<file path="config.mk">
export PLATFORM = sky130hd
export DESIGN_NAME = instruction_fetch_unit_flat
export DESIGN_NICKNAME = d
export VERILOG_FILES = /design/src/rtl/instruction_fetch_unit_pkg.sv /design/src/rtl/instruction_fetch_unit_if.sv /design/src/rtl/fetch_buffer.sv /design/src/rtl/instruction_fetch_unit.sv /design/src/flat_wrapper.sv
export SDC_FILE = /design/constraint.sdc
export NUM_CORES = 1
export LEC_CHECK = 0
export BUFFER_PORTS_ARGS = -buffer_cell sky130_fd_sc_hd__buf_2
export CORE_ASPECT_RATIO = 2
export CORE_UTILIZATION = 55
export DETAILED_ROUTE_END_ITERATION = 6
export GPL_TIMING_DRIVEN = 0
export PLACE_DENSITY_LB_ADDON = 0.12
export SETUP_SLACK_MARGIN = 0.2
export SLEW_MARGIN = 25
export SYNTH_ARGS = -nofsm -noshare
export SYNTH_HDL_FRONTEND = slang
export SYNTH_SLANG_ARGS = --single-unit
</file>
<file path="constraint.sdc">
create_clock -name clock -period 3.6 [get_ports clock]
set_clock_uncertainty 0.05 [all_clocks]
set_input_delay 0.54 -clock clock [delete_from_list [all_inputs] [get_ports clock]]
set_output_delay 0.54 -clock clock [all_outputs]
set_load 0.005 [all_outputs]
</file>
<file path="src/rtl/instruction_fetch_unit_pkg.sv">
// Shared definitions for the instruction fetch unit.
//   FETCH_DEPTH    : instruction buffer depth (entries)
//   FETCH_STRIDE   : byte distance between consecutive fetch words
//   fetch_entry_t  : one buffered instruction with its PC
//   is_misaligned  : true when an address is not word aligned
package instruction_fetch_unit_pkg;

    localparam int unsigned FETCH_DEPTH  = 2;
    localparam logic [31:0] FETCH_STRIDE = 32'd4;

    typedef struct packed {
        logic [31:0] pc;
        logic [31:0] instruction;
    } fetch_entry_t;

    function automatic logic is_misaligned(input logic [31:0] addr);
        return (addr[1:0] != 2'b00);
    endfunction

endpackage

</file>
<file path="src/rtl/instruction_fetch_unit_if.sv">
// Bus bundle between the fetch unit and its environment.
//   redirect : redirectValid / redirectAddress (environment -> fetch)
//   memory   : memRequestValid / memRequestAddress out, memRequestReady,
//              memResponseValid / memResponseData in
//   decode   : instructionValid / instruction / pcOfInstruction out,
//              instructionReady in
//   status   : fetchMisaligned out
// modport master is the fetch unit side, modport slave the environment side.
interface instruction_fetch_unit_if;

    logic        redirectValid;
    logic [31:0] redirectAddress;
    logic        memRequestValid;
    logic        memRequestReady;
    logic [31:0] memRequestAddress;
    logic        memResponseValid;
    logic [31:0] memResponseData;
    logic        instructionValid;
    logic        instructionReady;
    logic [31:0] instruction;
    logic [31:0] pcOfInstruction;
    logic        fetchMisaligned;

    modport master (
        input  redirectValid, redirectAddress, memRequestReady,
               memResponseValid, memResponseData, instructionReady,
        output memRequestValid, memRequestAddress, instructionValid,
               instruction, pcOfInstruction, fetchMisaligned
    );

    modport slave (
        output redirectValid, redirectAddress, memRequestReady,
               memResponseValid, memResponseData, instructionReady,
        input  memRequestValid, memRequestAddress, instructionValid,
               instruction, pcOfInstruction, fetchMisaligned
    );

endinterface

</file>
<file path="src/rtl/fetch_buffer.sv">
// Small FIFO of fetch_entry_t holding fetched instructions for decode.
//   clock/reset : rising-edge clock, async active-low reset
//   push_valid/push_entry : write one entry (ignored when full and not popping)
//   pop         : consume the head entry (ignored when empty)
//   flush       : empty the FIFO; wins over push and pop in the same cycle
//   head_valid/head_entry : head of the FIFO, entry forced to zero when empty
//   count       : number of stored entries
module fetch_buffer
    import instruction_fetch_unit_pkg::*;
#(
    parameter int unsigned DEPTH = 2
) (
    input  logic                       clock,
    input  logic                       reset,
    input  logic                       push_valid,
    input  fetch_entry_t               push_entry,
    input  logic                       pop,
    input  logic                       flush,
    output logic                       head_valid,
    output fetch_entry_t               head_entry,
    output logic [$clog2(DEPTH+1)-1:0] count
);

    localparam int unsigned PTR_W = (DEPTH > 1) ? $clog2(DEPTH) : 1;
    localparam int unsigned CNT_W = $clog2(DEPTH + 1);
    localparam logic [PTR_W-1:0] LAST_PTR   = PTR_W'(DEPTH - 1);
    localparam logic [CNT_W-1:0] FULL_COUNT = CNT_W'(DEPTH);

    fetch_entry_t     entries_q [DEPTH];
    fetch_entry_t     entries_d [DEPTH];
    logic [PTR_W-1:0] rd_ptr_q, rd_ptr_d;
    logic [PTR_W-1:0] wr_ptr_q, wr_ptr_d;
    logic [CNT_W-1:0] count_q, count_d;
    logic             push_ok_s;
    logic             pop_ok_s;

    function automatic logic [PTR_W-1:0] next_ptr(input logic [PTR_W-1:0] ptr);
        if (ptr == LAST_PTR) begin
            return {PTR_W{1'b0}};
        end else begin
            return ptr + PTR_W'(1);
        end
    endfunction

    // Next-state for storage, pointers and occupancy.
    always_comb begin
        entries_d = entries_q;
        rd_ptr_d  = rd_ptr_q;
        wr_ptr_d  = wr_ptr_q;
        count_d   = count_q;
        pop_ok_s  = pop && (count_q != {CNT_W{1'b0}});
        // A full FIFO still accepts a push when the head leaves in the same cycle.
        push_ok_s = push_valid && ((count_q != FULL_COUNT) || pop_ok_s);
        if (flush) begin
            rd_ptr_d = {PTR_W{1'b0}};
            wr_ptr_d = {PTR_W{1'b0}};
            count_d  = {CNT_W{1'b0}};
        end else begin
            if (push_ok_s) begin
                entries_d[wr_ptr_q] = push_entry;
                wr_ptr_d            = next_ptr(wr_ptr_q);
            end else begin
                wr_ptr_d = wr_ptr_q;
            end
            if (pop_ok_s) begin
                rd_ptr_d = next_ptr(rd_ptr_q);
            end else begin
                rd_ptr_d = rd_ptr_q;
            end
            count_d = count_q + CNT_W'(push_ok_s) - CNT_W'(pop_ok_s);
        end
    end

    // FIFO state registers.
    always_ff @(posedge clock or negedge reset) begin
        if (!reset) begin
            for (int i = 0; i < int'(DEPTH); i++) begin
                entries_q[i] <= '0;
            end
            rd_ptr_q <= {PTR_W{1'b0}};
            wr_ptr_q <= {PTR_W{1'b0}};
            count_q  <= {CNT_W{1'b0}};
        end else begin
            entries_q <= entries_d;
            rd_ptr_q  <= rd_ptr_d;
            wr_ptr_q  <= wr_ptr_d;
            count_q   <= count_d;
        end
    end

    assign head_valid = (count_q != {CNT_W{1'b0}});
    assign head_entry = head_valid ? entries_q[rd_ptr_q] : '0;
    assign count      = count_q;

endmodule

</file>
<file path="src/rtl/instruction_fetch_unit.sv">
// Instruction fetch unit: issues sequential word reads to instruction memory,
// buffers the returned words with their PCs for decode, and handles redirects
// by flushing the buffer and discarding responses still in flight.
//   clock : rising-edge clock
//   reset : asynchronous active-low reset
//   bus   : instruction_fetch_unit_if.master (redirect, memory, decode, status)
// Parameters: INITIAL_PC (first fetch address), FETCH_DEPTH (buffer entries).
module instruction_fetch_unit
    import instruction_fetch_unit_pkg::*;
#(
    parameter logic [31:0] INITIAL_PC  = 32'h0000_0000,
    parameter int unsigned FETCH_DEPTH = instruction_fetch_unit_pkg::FETCH_DEPTH
) (
    input  logic                      clock,
    input  logic                      reset,
    instruction_fetch_unit_if.master  bus
);

    localparam int unsigned CNT_W = $clog2(FETCH_DEPTH + 1);
    localparam int unsigned OCC_W = CNT_W + 2;
    localparam logic [OCC_W-1:0] DEPTH_LIMIT   = OCC_W'(FETCH_DEPTH);
    localparam logic [1:0]       MAX_IN_FLIGHT = 2'd2;

    logic [31:0]      fetch_pc_q, fetch_pc_d;
    logic [31:0]      response_pc_q, response_pc_d;
    logic [1:0]       in_flight_q, in_flight_d;
    logic [1:0]       discard_count_q, discard_count_d;

    logic [CNT_W-1:0] buf_count_s;
    logic [OCC_W-1:0] occupancy_s;
    logic             misaligned_s;
    logic             req_valid_s;
    logic             handshake_s;
    logic             response_s;
    logic [1:0]       in_flight_left_s;
    logic             push_s;
    logic             pop_s;
    logic             flush_s;
    logic             head_valid_s;
    fetch_entry_t     head_entry_s;
    fetch_entry_t     push_entry_s;

    // Request qualification. Occupancy counts buffered entries plus responses
    // that will still be kept, so every request is guaranteed a buffer slot.
    // Only registered state and the redirect/reset inputs are used here.
    always_comb begin
        misaligned_s = is_misaligned(fetch_pc_q);
        occupancy_s  = OCC_W'(buf_count_s) + OCC_W'(in_flight_q) - OCC_W'(discard_count_q);
        req_valid_s  = reset && !bus.redirectValid && !misaligned_s
                       && (in_flight_q < MAX_IN_FLIGHT) && (occupancy_s < DEPTH_LIMIT);
        handshake_s  = req_valid_s && bus.memRequestReady;
    end

    // Next-state for PCs, in-flight tracking and buffer control.
    always_comb begin
        fetch_pc_d      = fetch_pc_q;
        response_pc_d   = response_pc_q;
        in_flight_d     = in_flight_q;
        discard_count_d = discard_count_q;
        push_s          = 1'b0;
        flush_s         = 1'b0;
        // A response with nothing in flight is ignored so the counters never wrap.
        response_s       = bus.memResponseValid && (in_flight_q != 2'd0);
        in_flight_left_s = in_flight_q - {1'b0, response_s};
        push_entry_s     = '{pc: response_pc_q, instruction: bus.memResponseData};
        pop_s            = head_valid_s && bus.instructionReady;

        if (bus.redirectValid) begin
            // Everything still outstanding after this cycle belongs to the old stream.
            fetch_pc_d      = bus.redirectAddress;
            response_pc_d   = bus.redirectAddress;
            in_flight_d     = in_flight_left_s;
            discard_count_d = in_flight_left_s;
            flush_s         = 1'b1;
        end else begin
            if (handshake_s) begin
                fetch_pc_d = fetch_pc_q + FETCH_STRIDE;
            end else begin
                fetch_pc_d = fetch_pc_q;
            end
            in_flight_d = in_flight_left_s + {1'b0, handshake_s};
            if (response_s) begin
                if (discard_count_q != 2'd0) begin
                    discard_count_d = discard_count_q - 2'd1;
                end else begin
                    push_s        = 1'b1;
                    response_pc_d = response_pc_q + FETCH_STRIDE;
                end
            end else begin
                discard_count_d = discard_count_q;
            end
        end
    end

    // Fetch state registers.
    always_ff @(posedge clock or negedge reset) begin
        if (!reset) begin
            fetch_pc_q      <= INITIAL_PC;
            response_pc_q   <= INITIAL_PC;
            in_flight_q     <= 2'd0;
            discard_count_q <= 2'd0;
        end else begin
            fetch_pc_q      <= fetch_pc_d;
            response_pc_q   <= response_pc_d;
            in_flight_q     <= in_flight_d;
            discard_count_q <= discard_count_d;
        end
    end

    fetch_buffer #(
        .DEPTH (FETCH_DEPTH)
    ) u_buffer (
        .clock      (clock),
        .reset      (reset),
        .push_valid (push_s),
        .push_entry (push_entry_s),
        .pop        (pop_s),
        .flush      (flush_s),
        .head_valid (head_valid_s),
        .head_entry (head_entry_s),
        .count      (buf_count_s)
    );

    assign bus.memRequestValid   = req_valid_s;
    assign bus.memRequestAddress = fetch_pc_q;
    assign bus.fetchMisaligned   = misaligned_s;
    assign bus.instructionValid  = head_valid_s;
    assign bus.instruction       = head_entry_s.instruction;
    assign bus.pcOfInstruction   = head_entry_s.pc;

endmodule

</file>
<file path="src/flat_wrapper.sv">
// flat-port wrapper written by rule: the top's interface ports become plain ports
module instruction_fetch_unit_flat import instruction_fetch_unit_pkg::*;
#(
    parameter logic [31:0] INITIAL_PC  = 32'h0000_0000,
    parameter int unsigned FETCH_DEPTH = instruction_fetch_unit_pkg::FETCH_DEPTH
)
  (clock, reset, bus_redirectValid, bus_redirectAddress, bus_memRequestReady, bus_memResponseValid, bus_memResponseData, bus_instructionReady, bus_memRequestValid, bus_memRequestAddress, bus_instructionValid, bus_instruction, bus_pcOfInstruction, bus_fetchMisaligned);
  instruction_fetch_unit_if bus_i ();
  input  logic clock;
  input  logic reset;
  input wire logic [$bits(bus_i.redirectValid)-1:0] bus_redirectValid;
  input wire logic [$bits(bus_i.redirectAddress)-1:0] bus_redirectAddress;
  input wire logic [$bits(bus_i.memRequestReady)-1:0] bus_memRequestReady;
  input wire logic [$bits(bus_i.memResponseValid)-1:0] bus_memResponseValid;
  input wire logic [$bits(bus_i.memResponseData)-1:0] bus_memResponseData;
  input wire logic [$bits(bus_i.instructionReady)-1:0] bus_instructionReady;
  output wire logic [$bits(bus_i.memRequestValid)-1:0] bus_memRequestValid;
  output wire logic [$bits(bus_i.memRequestAddress)-1:0] bus_memRequestAddress;
  output wire logic [$bits(bus_i.instructionValid)-1:0] bus_instructionValid;
  output wire logic [$bits(bus_i.instruction)-1:0] bus_instruction;
  output wire logic [$bits(bus_i.pcOfInstruction)-1:0] bus_pcOfInstruction;
  output wire logic [$bits(bus_i.fetchMisaligned)-1:0] bus_fetchMisaligned;
  assign bus_i.redirectValid = bus_redirectValid;
  assign bus_i.redirectAddress = bus_redirectAddress;
  assign bus_i.memRequestReady = bus_memRequestReady;
  assign bus_i.memResponseValid = bus_memResponseValid;
  assign bus_i.memResponseData = bus_memResponseData;
  assign bus_i.instructionReady = bus_instructionReady;
  assign bus_memRequestValid = bus_i.memRequestValid;
  assign bus_memRequestAddress = bus_i.memRequestAddress;
  assign bus_instructionValid = bus_i.instructionValid;
  assign bus_instruction = bus_i.instruction;
  assign bus_pcOfInstruction = bus_i.pcOfInstruction;
  assign bus_fetchMisaligned = bus_i.fetchMisaligned;
  instruction_fetch_unit #(.INITIAL_PC(INITIAL_PC), .FETCH_DEPTH(FETCH_DEPTH)) u_core (.clock(clock), .reset(reset), .bus(bus_i));
endmodule
</file>
## Word level (Yosys, flattened, before mapping)

Cells that the tools add are included.
Widths: inputs -> output; s select.

- Bits in read-only memories: 0
- Memories: 0
- Output and inout bits: 99
- Input bits: 70
- RAM bits: 0
- Register bits after elaboration: 200
- Bits in latches: 0

- Div/mod/pow operators: 0
- Reductions and logical operators: 25
- Multipliers: 0
- Bitwise logic cells: 3
- Equal/unequal tests: 2
- Add/sub/neg operators: 11
- Mux-type cells: 27
- Shift operators: 0
- Order comparisons: 5

Operators by type and width:

| kind | number |
|---|---|
| $mux 64 | 5 |
| $mux 32 | 5 |
| $bwmux 128 | 1 |
| $add 32x3->32 const B | 2 |
| $demux 64 s1 | 1 |
| $reduce_bool 2->1 | 9 |
| $logic_and 1x1->1 | 10 |
| $mux 1 | 10 |
| $mux 2 | 5 |
| $reduce_and 2->1 | 3 |
| $add 2x1->2 | 2 |
| $ge 2x2->1 const B | 2 |
| $lt 4x2->1 const B | 1 |
| $ne 2x2->1 const B | 2 |
| $not 1->2 | 2 |
| $sub 2x1->2 | 2 |
| $sub 4x2->4 | 1 |
| $add 2x2->3 | 1 |
| $add 1x1->1 const B | 2 |
| $logic_not 1->1 | 2 |
| $lt 2x1->1 const B | 1 |
| $lt 2x2->1 const B | 1 |
| $sub 2x1->2 const B | 1 |
| $logic_or 1x1->1 | 1 |
| $not 1->1 | 1 |

## Logic depth before layout (Yosys ltp)

Gate-level depths: netlist of the first run.

- Word-level depth: 8
- Gate-level depth with buffers: 13

## Modules after synthesis

Synthesis of the first run repeated with hierarchy kept, for this count alone.

- Cells, all modules: 883
- Area, all modules: 10292.4 um^2

By module, submodules not included:

| module | area an instance (um^2) | cells each | times used |
|---|---|---|---|
| fetch_buffer | 6173.4 | 438 | 1 |
| instruction_fetch_unit | 4119.0 | 445 | 1 |

## Least setup slack after synthesis of the first run

OpenSTA, ideal clock, no wires.

- Kind: reg2reg
- Start: reg u_core.u_buffer.count_q[0] (netlist: u_core.u_buffer.count[0])
- End: reg u_core.fetch_pc_q[8] (netlist: u_core.bus.memRequestAddress[8])
- Path buffers: 1
- Slack: 293 ps
- Cell stages (with the launch flop): 13
- Library setup time: 125 ps
- Arrival time: 3132 ps
- Clock period less this slack: 3307 ps
- Cell sequence: dfrtp_1 > ha_1 > inv_1 > fa_1 > fa_1 > nor4b_2 > nand3_1 > or4b_4 > inv_2 > buf_4 > nand3_1 > xnor2_1 > mux2_2

- Longest elaborated chain between the ends: 6

Ends and longest elaborated chain:

| element | RTL line | RTL |
|---|---|---|
| start: declaration | fetch_buffer.sv:33 | `logic [CNT_W-1:0] count_q, count_d;` |
| start signal: assignment | fetch_buffer.sv:82 | `count_q <= {CNT_W{1'b0}};` |
| start signal: assignment | fetch_buffer.sv:87 | `count_q <= count_d;` |
| $add 2x2->3 | instruction_fetch_unit.sv:48 | `occupancy_s = OCC_W'(buf_count_s) + OCC_W'(in_flight_q) - OCC_W'(discard_count_q);` |
| $sub 4x2->4 | instruction_fetch_unit.sv:48 |  |
| $lt 4x2->1 | instruction_fetch_unit.sv:50 | `&& (in_flight_q < MAX_IN_FLIGHT) && (occupancy_s < DEPTH_LIMIT);` |
| $logic_and 1x1->1 | instruction_fetch_unit.sv:50 |  |
| $logic_and 1x1->1 | instruction_fetch_unit.sv:51 | `handshake_s = req_valid_s && bus.memRequestReady;` |
| $reduce_bool 2->1 (no line) | -- |  |
| end signal: assignment | instruction_fetch_unit.sv:103 | `fetch_pc_q <= fetch_pc_d;` |
| end: declaration | instruction_fetch_unit.sv:24 | `logic [31:0] fetch_pc_q, fetch_pc_d;` |

No other way between the ends.
A chain may end at the register's enable or synchronous reset.

## Worst setup path after layout of the first run

- Start: reg u_core.u_buffer.count_q[0] (netlist: u_core.u_buffer.count[0])
- End: reg u_core.fetch_pc_q[26] (netlist: u_core.bus.memRequestAddress[26])

The elaborated chain is that of the path after synthesis.

==> impl_metrics.env, run 1 <==
export IMPL_outcome="finished, final reports clean"
export IMPL_top_usage_layer="met2"
export IMPL_clock_path_buffers=2
export IMPL_detail_route_antenna_nets=0
export IMPL_core_area_um2=17400
export IMPL_wire_per_inst_um=18.5
export IMPL_p_per_area_nw_per_um2=683
export IMPL_vdd_drop_max_uv=415
export IMPL_grt_max_degree=82
export IMPL_final_core_util=0.685
export IMPL_vias_per_cell=5.60
export IMPL_maxCapViolCount=0
export IMPL_syn_avg_cell_area_um2=11.7
export IMPL_synth_seq_cells=200
export IMPL_layout_drive_gt1_share=0.395
export IMPL_stdcell_area_um2=11900
export IMPL_synth_nets=914
export IMPL_io_pins=169
export IMPL_grt_first_pass_wirelength_um=35900
export IMPL_yosysSeqAreaShare=0.512
export IMPL_critical_path_class="reg2reg"
export IMPL_use_met2=0.495
export IMPL_synth_distinct_cells=46
export IMPL_portBuffers=168
export IMPL_cp_required_ns=3.91
export IMPL_fin_crit_ns=3.53
export IMPL_synth_cells=834
export IMPL_die_w_um=96.3
export IMPL_layout_setup_ws_ns=0.0662
export IMPL_rrSetupSlack_ns=0.07
export IMPL_cts_tree="done"
export IMPL_async_flop_share=1.00
export IMPL_crit_path_end_kind="register"
export IMPL_fill_cells=1401
export IMPL_pre_cts_slack_ns=-0.203
export IMPL_synth_edf_count=0
export IMPL_hold_violations=0
export IMPL_synth_commonest_cells="dfrtp_1 (200), mux2_2 (149), nor2_1 (86), mux2i_1 (66), nand2_1 (47)"
export IMPL_cts_htree_levels=4
export IMPL_use_met1=0.268
export IMPL_crit_start="u_core.u_buffer.count[0]$_DFF_PN0_"
export IMPL_synth_top_area_cell="dfrtp_1"
export IMPL_synth_top_flop_cell="dfrtp_1"
export IMPL_start_kind="register"
export IMPL_clk_pin_slew_worst_paths_ns=0.07
export IMPL_fmax_mhz=283
export IMPL_route_detailed_drc=0
export IMPL_gp_congestion=0.871
export IMPL_path_max_fanout=4
export IMPL_leakagePower_nw=5.57
export IMPL_first_global_vias=7302
export IMPL_yosysMostFrequentCell="dfrtp_1"
export IMPL_reg2reg_from="u_core.u_buffer.count[0]$_DFF_PN0_"
export IMPL_cts_buffers=17
export IMPL_hp_class="in2reg"
export IMPL_post_dp_cell_area_um2=11000
export IMPL_cp_endpoint="u_core.bus.memRequestAddress[26]$_DFFE_PN0P_"
export IMPL_reg2regPathDepth=10
export IMPL_drt_iter0_markers=223
export IMPL_worst_skew_pair_late_latency_ns=0.43
export IMPL_ys_top_cells_by_area="dfrtp_1 (51%), mux2_2 (17%), mux2i_1 (6.8%), nor2_1 (3.3%), xnor2_1 (2.9%)"
export IMPL_fin_crit_sh=0.982
export IMPL_finalSetupViolCount=0
export IMPL_rsz0062_at_grt="yes"
export IMPL_final_nets=1119
export IMPL_num_antenna_cells=0
export IMPL_num_vias=7047
export IMPL_die_area_um2=18400
export IMPL_start_util=0.564
export IMPL_dr_pass1_iters=4
export IMPL_use_met3=0.0459
export IMPL_drv_slew=0
export IMPL_worstPathArrival_ns=3.85
export IMPL_ys_warn_count=0
export IMPL_synth_area_um2=9780
export IMPL_max_slew_margin=0.363
export IMPL_grt_ovfl_total=0
export IMPL_cts_sinks=200
export IMPL_antenna_found_initial=0
export IMPL_rr_endpoint="u_core.bus.memRequestAddress[26]$_DFFE_PN0P_"
export IMPL_area_delta_synth_final_pct=21.5
export IMPL_worstMarginPinSlew_ns=0.951
export IMPL_dp_hpwl_um=17300
export IMPL_die_h_um=191
export IMPL_root_buffer="clkbuf_16"
export IMPL_rows=68
export IMPL_track_usage=0.262
export IMPL_yosysTopAreaCellShare=0.512
export IMPL_postRouteWirelength_um=23300
-- layer usage --
metal / vias up / wire [um]
met5: - / 0
met4: 0 / 924
met3: 51 / 1030
met2: 201 / 12900
met1: 3475 / 8430
li1: 3320 / -
-- timing repair --
item | in CTS | in global routing
pin swaps | 10 | 19
setup buffers | 7 | 6
cloned | 0 | 2
gates resized for setup | 20 | 41
hold buffers | 1 | 0
setup endpoints to repair | 32 | 31
hold endpoints to repair | 48 | 0
-- cell type report --
type | instances | area (um2) | area share
Sequential cell | 200 | 5010 | 0.421
Timing Repair inverter | 1 | 8.76 | 0.000737
Timing Repair Buffer | 185 | 1060 | 0.0892
Tap cell | 210 | 263 | 0.0221
Multi-Input combinational cell | 571 | 4690 | 0.395
Buffer | 41 | 200 | 0.0168
Clock inverter | 8 | 98.8 | 0.00831
Clock buffer | 21 | 470 | 0.0396
Inverter | 22 | 90.1 | 0.00758
-- through the flow --
stage | instances | total power (W) | hold slack, ns | setup TNS (ns)
floorplan | 834 | 0.00526 | 0.194 | 0
global placement | 1212 | 0.00611 | 0.416 | -359.05
detailed placement | 1214 | 0.00623 | 0.424 | -1.62
CTS | 1251 | 0.00816 | 0.274 | 0
global route | 1259 | 0.00868 | 0.284 | -0.152
finish | 1259 | 0.00812 | 0.291 | 0
-- flip-flops by register name (all words and copies together) (netlist names) --
name	cells
u_core.u_buffer.rd_ptr_q	1
u_core.u_buffer.count	2
u_core.discard_count_q	2
u_core.response_pc_q	32
u_core.u_buffer.entries_q	128
u_core.in_flight_q	2
u_core.u_buffer.wr_ptr_q	1
u_core.bus.memRequestAddress	32
-- how the worst min path moves through the flow --
stage | end | cells past startpoint | start
5_1_grt | u_core.response_pc_q[1]$_DFFE_PN0P_ | 3 | bus_redirectAddress[1]
6_report | u_core.response_pc_q[1]$_DFFE_PN0P_ | 3 | bus_redirectAddress[1]
4_1_cts | u_core.response_pc_q[6]$_DFFE_PN0P_ | 2 | bus_redirectAddress[6]
2_1_floorplan | u_core.bus.memRequestAddress[0]$_DFFE_PN0P_ | 0 | reset
3_3_place_gp | u_core.u_buffer.entries_q[66]$_DFFE_PN0P_ | 1 | u_core.u_buffer.entries_q[66]$_DFFE_PN0P_
3_5_place_dp | u_core.u_buffer.entries_q[91]$_DFFE_PN0P_ | 1 | reset
-- cells by family (layout without fill, tap and decap cells) --
group,after synthesis,in the layout,share of synthesized area
AOI/OAI and AO/OA,56,56,0.0362
xor gates and xnor gates,52,52,0.0466
adders and majority gates,10,10,0.0143
buffers and inverters,63,278,0.0272
DFF,200,200,0.512
muxes,221,221,0.246
and+or+nand+nor,232,232,0.118
-- cell usage in the layout (no fill, tap or decap), drive strengths merged, types with 24 or more instances in the layout --
cell type | netlist | routed
buf | 21 | 204
clkbuf | 20 | 42
dfrtp | 200 | 200
mux2 | 155 | 155
mux2i | 66 | 66
nand2 | 47 | 47
nand3 | 25 | 25
nor2 | 86 | 86
o21ai | 24 | 24
xnor2 | 32 | 32
-- critical path, stage by stage, from the launching register on --
cell and delay [ns]:
dfrtp_1 0.40, ha_2 0.20, inv_2 0.05, fa_1 0.44, fa_1 0.52, nor4b_4 0.24
nand3_2 0.12, or4b_4 0.59, or2_1 0.35, or4_1 0.42, nand3_1 0.09
-- power by group --
group | switching [W] | internal, W
registers | 0.000455 | 0.00301
logic | 0.00135 | 0.00145
clock network | 0.000797 | 0.00107
total | 0.00260 | 0.00552
Note: power is estimated with default switching activity, not from simulation.
==> run 2, diff against run 1 <==
--- a/config.mk
+++ b/config.mk
@@ -11,7 +11,7 @@
 export DETAILED_ROUTE_END_ITERATION = 6
 export GPL_TIMING_DRIVEN = 0
 export PLACE_DENSITY_LB_ADDON = 0.12
-export SETUP_SLACK_MARGIN = 0.2
+export SETUP_SLACK_MARGIN = 0.05
 export SLEW_MARGIN = 25
 export SYNTH_ARGS = -nofsm -noshare
 export SYNTH_HDL_FRONTEND = slang
==> run 2 against run 1 <==
Largest power group unchanged. Critical path type unchanged. Via count down 0.71%. Maximum frequency up 0.33%. Core utilization is 0.91 points lower.
==> impl_metrics.env, run 2 (synthesized netlist as in run 1, its figures left out) <==
export IMPL_p_per_area_nw_per_um2=688
export IMPL_cts_htree_levels=4
export IMPL_hold_violations=0
export IMPL_maxCapViolCount=0
export IMPL_start_util=0.564
export IMPL_largest_reg_flops=128
export IMPL_use_met1=0.268
export IMPL_use_met2=0.496
export IMPL_outcome="finished, final reports clean"
export IMPL_crit_buf_inv=1
export IMPL_rr_endpoint="u_core.bus.memRequestAddress[26]$_DFFE_PN0P_"
export IMPL_rows=68
export IMPL_final_cell_mix="dfrtp_1 (199), buf_2 (182), mux2_2 (145), nor2_1 (85), mux2i_1 (66)"
export IMPL_drt_iter0_markers=187
export IMPL_use_met3=0.0459
export IMPL_rsz0062_at_grt="yes"
export IMPL_grt_max_degree=82
export IMPL_route_detailed_drc=0
export IMPL_drv_slew=0
export IMPL_portBuffers=168
export IMPL_antenna_found_initial=0
export IMPL_die_h_um=191
export IMPL_fin_crit_sh=0.978
export IMPL_detail_route_antenna_nets=0
export IMPL_die_w_um=96.3
export IMPL_tns_ns=0
export IMPL_min_delay_start="bus_redirectAddress[1]"
export IMPL_fin_crit_ns=3.52
export IMPL_seq_area_um2=5010
export IMPL_min_to="u_core.response_pc_q[1]$_DFFE_PN0P_"
export IMPL_critical_path_class="reg2reg"
export IMPL_fill_cells=1415
export IMPL_crit_top_cell="fa_1"
export IMPL_fmax_mhz=284
export IMPL_first_global_vias=7289
export IMPL_vdd_drop_max_uv=414
export IMPL_finalSetupViolCount=0
export IMPL_whs_ns=0.292
export IMPL_layout_drive_gt1_share=0.379
export IMPL_top_usage_layer="met2"
export IMPL_cts_buffers=17
export IMPL_worstPathArrival_ns=3.83
export IMPL_reg2reg_from="u_core.u_buffer.count[0]$_DFF_PN0_"
export IMPL_pre_cts_slack_ns=-0.203
export IMPL_track_usage=0.262
export IMPL_clk_pin_slew_worst_paths_ns=0.07
export IMPL_core_area_um2=17400
export IMPL_root_buffer="clkbuf_16"
export IMPL_dr_pass1_iters=5
export IMPL_grt_ovfl_total=0
export IMPL_postRouteWirelength_um=23000
export IMPL_clock_path_buffers=2
export IMPL_cts_tree="done"
export IMPL_regMostFlops="u_core.u_buffer.entries_q"
export IMPL_critPathSlowestCell="or4b_4"
export IMPL_cts_sinks=200
export IMPL_grt_first_pass_wirelength_um=35800
export IMPL_start_kind="register"
export IMPL_gp_congestion=0.871
export IMPL_reg2regPathDepth=10
export IMPL_path_cells="ha_2, inv_2, fa_1, fa_1, nor4b_4, nand3_2, or4b_4, or2_1, or4_1, nand3_1"
export IMPL_cp_required_ns=3.91
export IMPL_worstMarginPinSlew_ns=0.931
export IMPL_final_common_cell="dfrtp_1"
export IMPL_final_nets=1114
export IMPL_die_area_um2=18400
export IMPL_path_delay_family="simple AND/OR/NAND/NOR gates"
export IMPL_cpPeakStageDelay_ns=0.59
export IMPL_num_antenna_cells=0
export IMPL_path_max_fanout=4
export IMPL_vias_per_cell=5.58
export IMPL_final_core_util=0.676
export IMPL_multi_input_area_um2=4580
export IMPL_rrSetupSlack_ns=0.08
export IMPL_area_delta_synth_final_pct=19.9
export IMPL_wire_per_inst_um=18.4
export IMPL_layout_setup_ws_ns=0.0778
export IMPL_worst_skew_pair_late_latency_ns=0.42
export IMPL_num_vias=6997
export IMPL_hp_class="in2reg"
export IMPL_dp_hpwl_um=17300
export IMPL_hold_path_cell_count=3
export IMPL_leakagePower_nw=5.44
export IMPL_max_slew_margin=0.376
export IMPL_crit_path_end_kind="register"
export IMPL_io_pins=169
## run 2: changes by cell type in the layout (fill, tap and decap cells not counted), sizes merged
| cell | delta |
|---|---|
| buf | -5 |
## run 2: timing repair
| item | in CTS | in global routing |
|---|---|---|
| setup buffers | 6 | 2 |
| hold buffers | 1 | 0 |
| gates cloned | 0 | 2 |
| hold endpoints to repair | 48 | 0 |
| setup endpoints to repair | 29 | 27 |
| gates resized for setup | 14 | 16 |
| pin swaps | 7 | 9 |
## run 2: worst min-delay path: cells and delay by family
| family | cells | cell delay [ns] |
|---|---|---|
| compound gates | 1 | 0.06 |
| buf+inv | 1 | 0.07 |
| simple gates | 1 | 0.05 |
## run 2: through the flow
stage,cells,instance area [um2],total power (W)
after global placement,1212,10900,0.00611
after detailed placement,1214,11000,0.00623
after floorplan,834,9780,0.00526
final,1254,11700,0.00807
after global routing,1254,11700,0.00863
after CTS,1250,11600,0.00816
## run 2: layout make-up
type,instances,area share
plain buffers,41,0.0171
repair buffers,180,0.0863
flip-flops and latches,200,0.427
multi-input cells,571,0.391
repair inverters,1,0.000747
clock inverters,8,0.00843
clock buffers,21,0.0401
inverters,22,0.00768
well taps,210,0.0224
## run 2: routing by layer
layer  part of all wire  vias up
li1                   -     3307
met2               0.56      191
met3              0.043       52
met5                  0        -
met4              0.037        0
met1               0.36     3447
## run 2: where the power goes
group	switching [W]	internal, W	total [W]
Clock	0.000795	0.00107	0.00186
Sequential	0.000454	0.00301	0.00346
Combinational	0.00132	0.00143	0.00275
## run 2: how the worst max path moves through the flow
stage / end / start / cells past startpoint
3_3_place_gp: u_core.bus.memRequestAddress[26]$_DFFE_PN0P_ / reset / 7
2_1_floorplan: u_core.bus.memRequestAddress[8]$_DFFE_PN0P_ / u_core.u_buffer.count[0]$_DFF_PN0_ / 12
6_report: u_core.bus.memRequestAddress[26]$_DFFE_PN0P_ / u_core.u_buffer.count[0]$_DFF_PN0_ / 10
3_5_place_dp: u_core.bus.memRequestAddress[26]$_DFFE_PN0P_ / u_core.u_buffer.count[0]$_DFF_PN0_ / 11
4_1_cts: u_core.bus.memRequestAddress[29]$_DFFE_PN0P_ / u_core.u_buffer.count[0]$_DFF_PN0_ / 11
5_1_grt: u_core.bus.memRequestAddress[26]$_DFFE_PN0P_ / u_core.u_buffer.count[0]$_DFF_PN0_ / 10
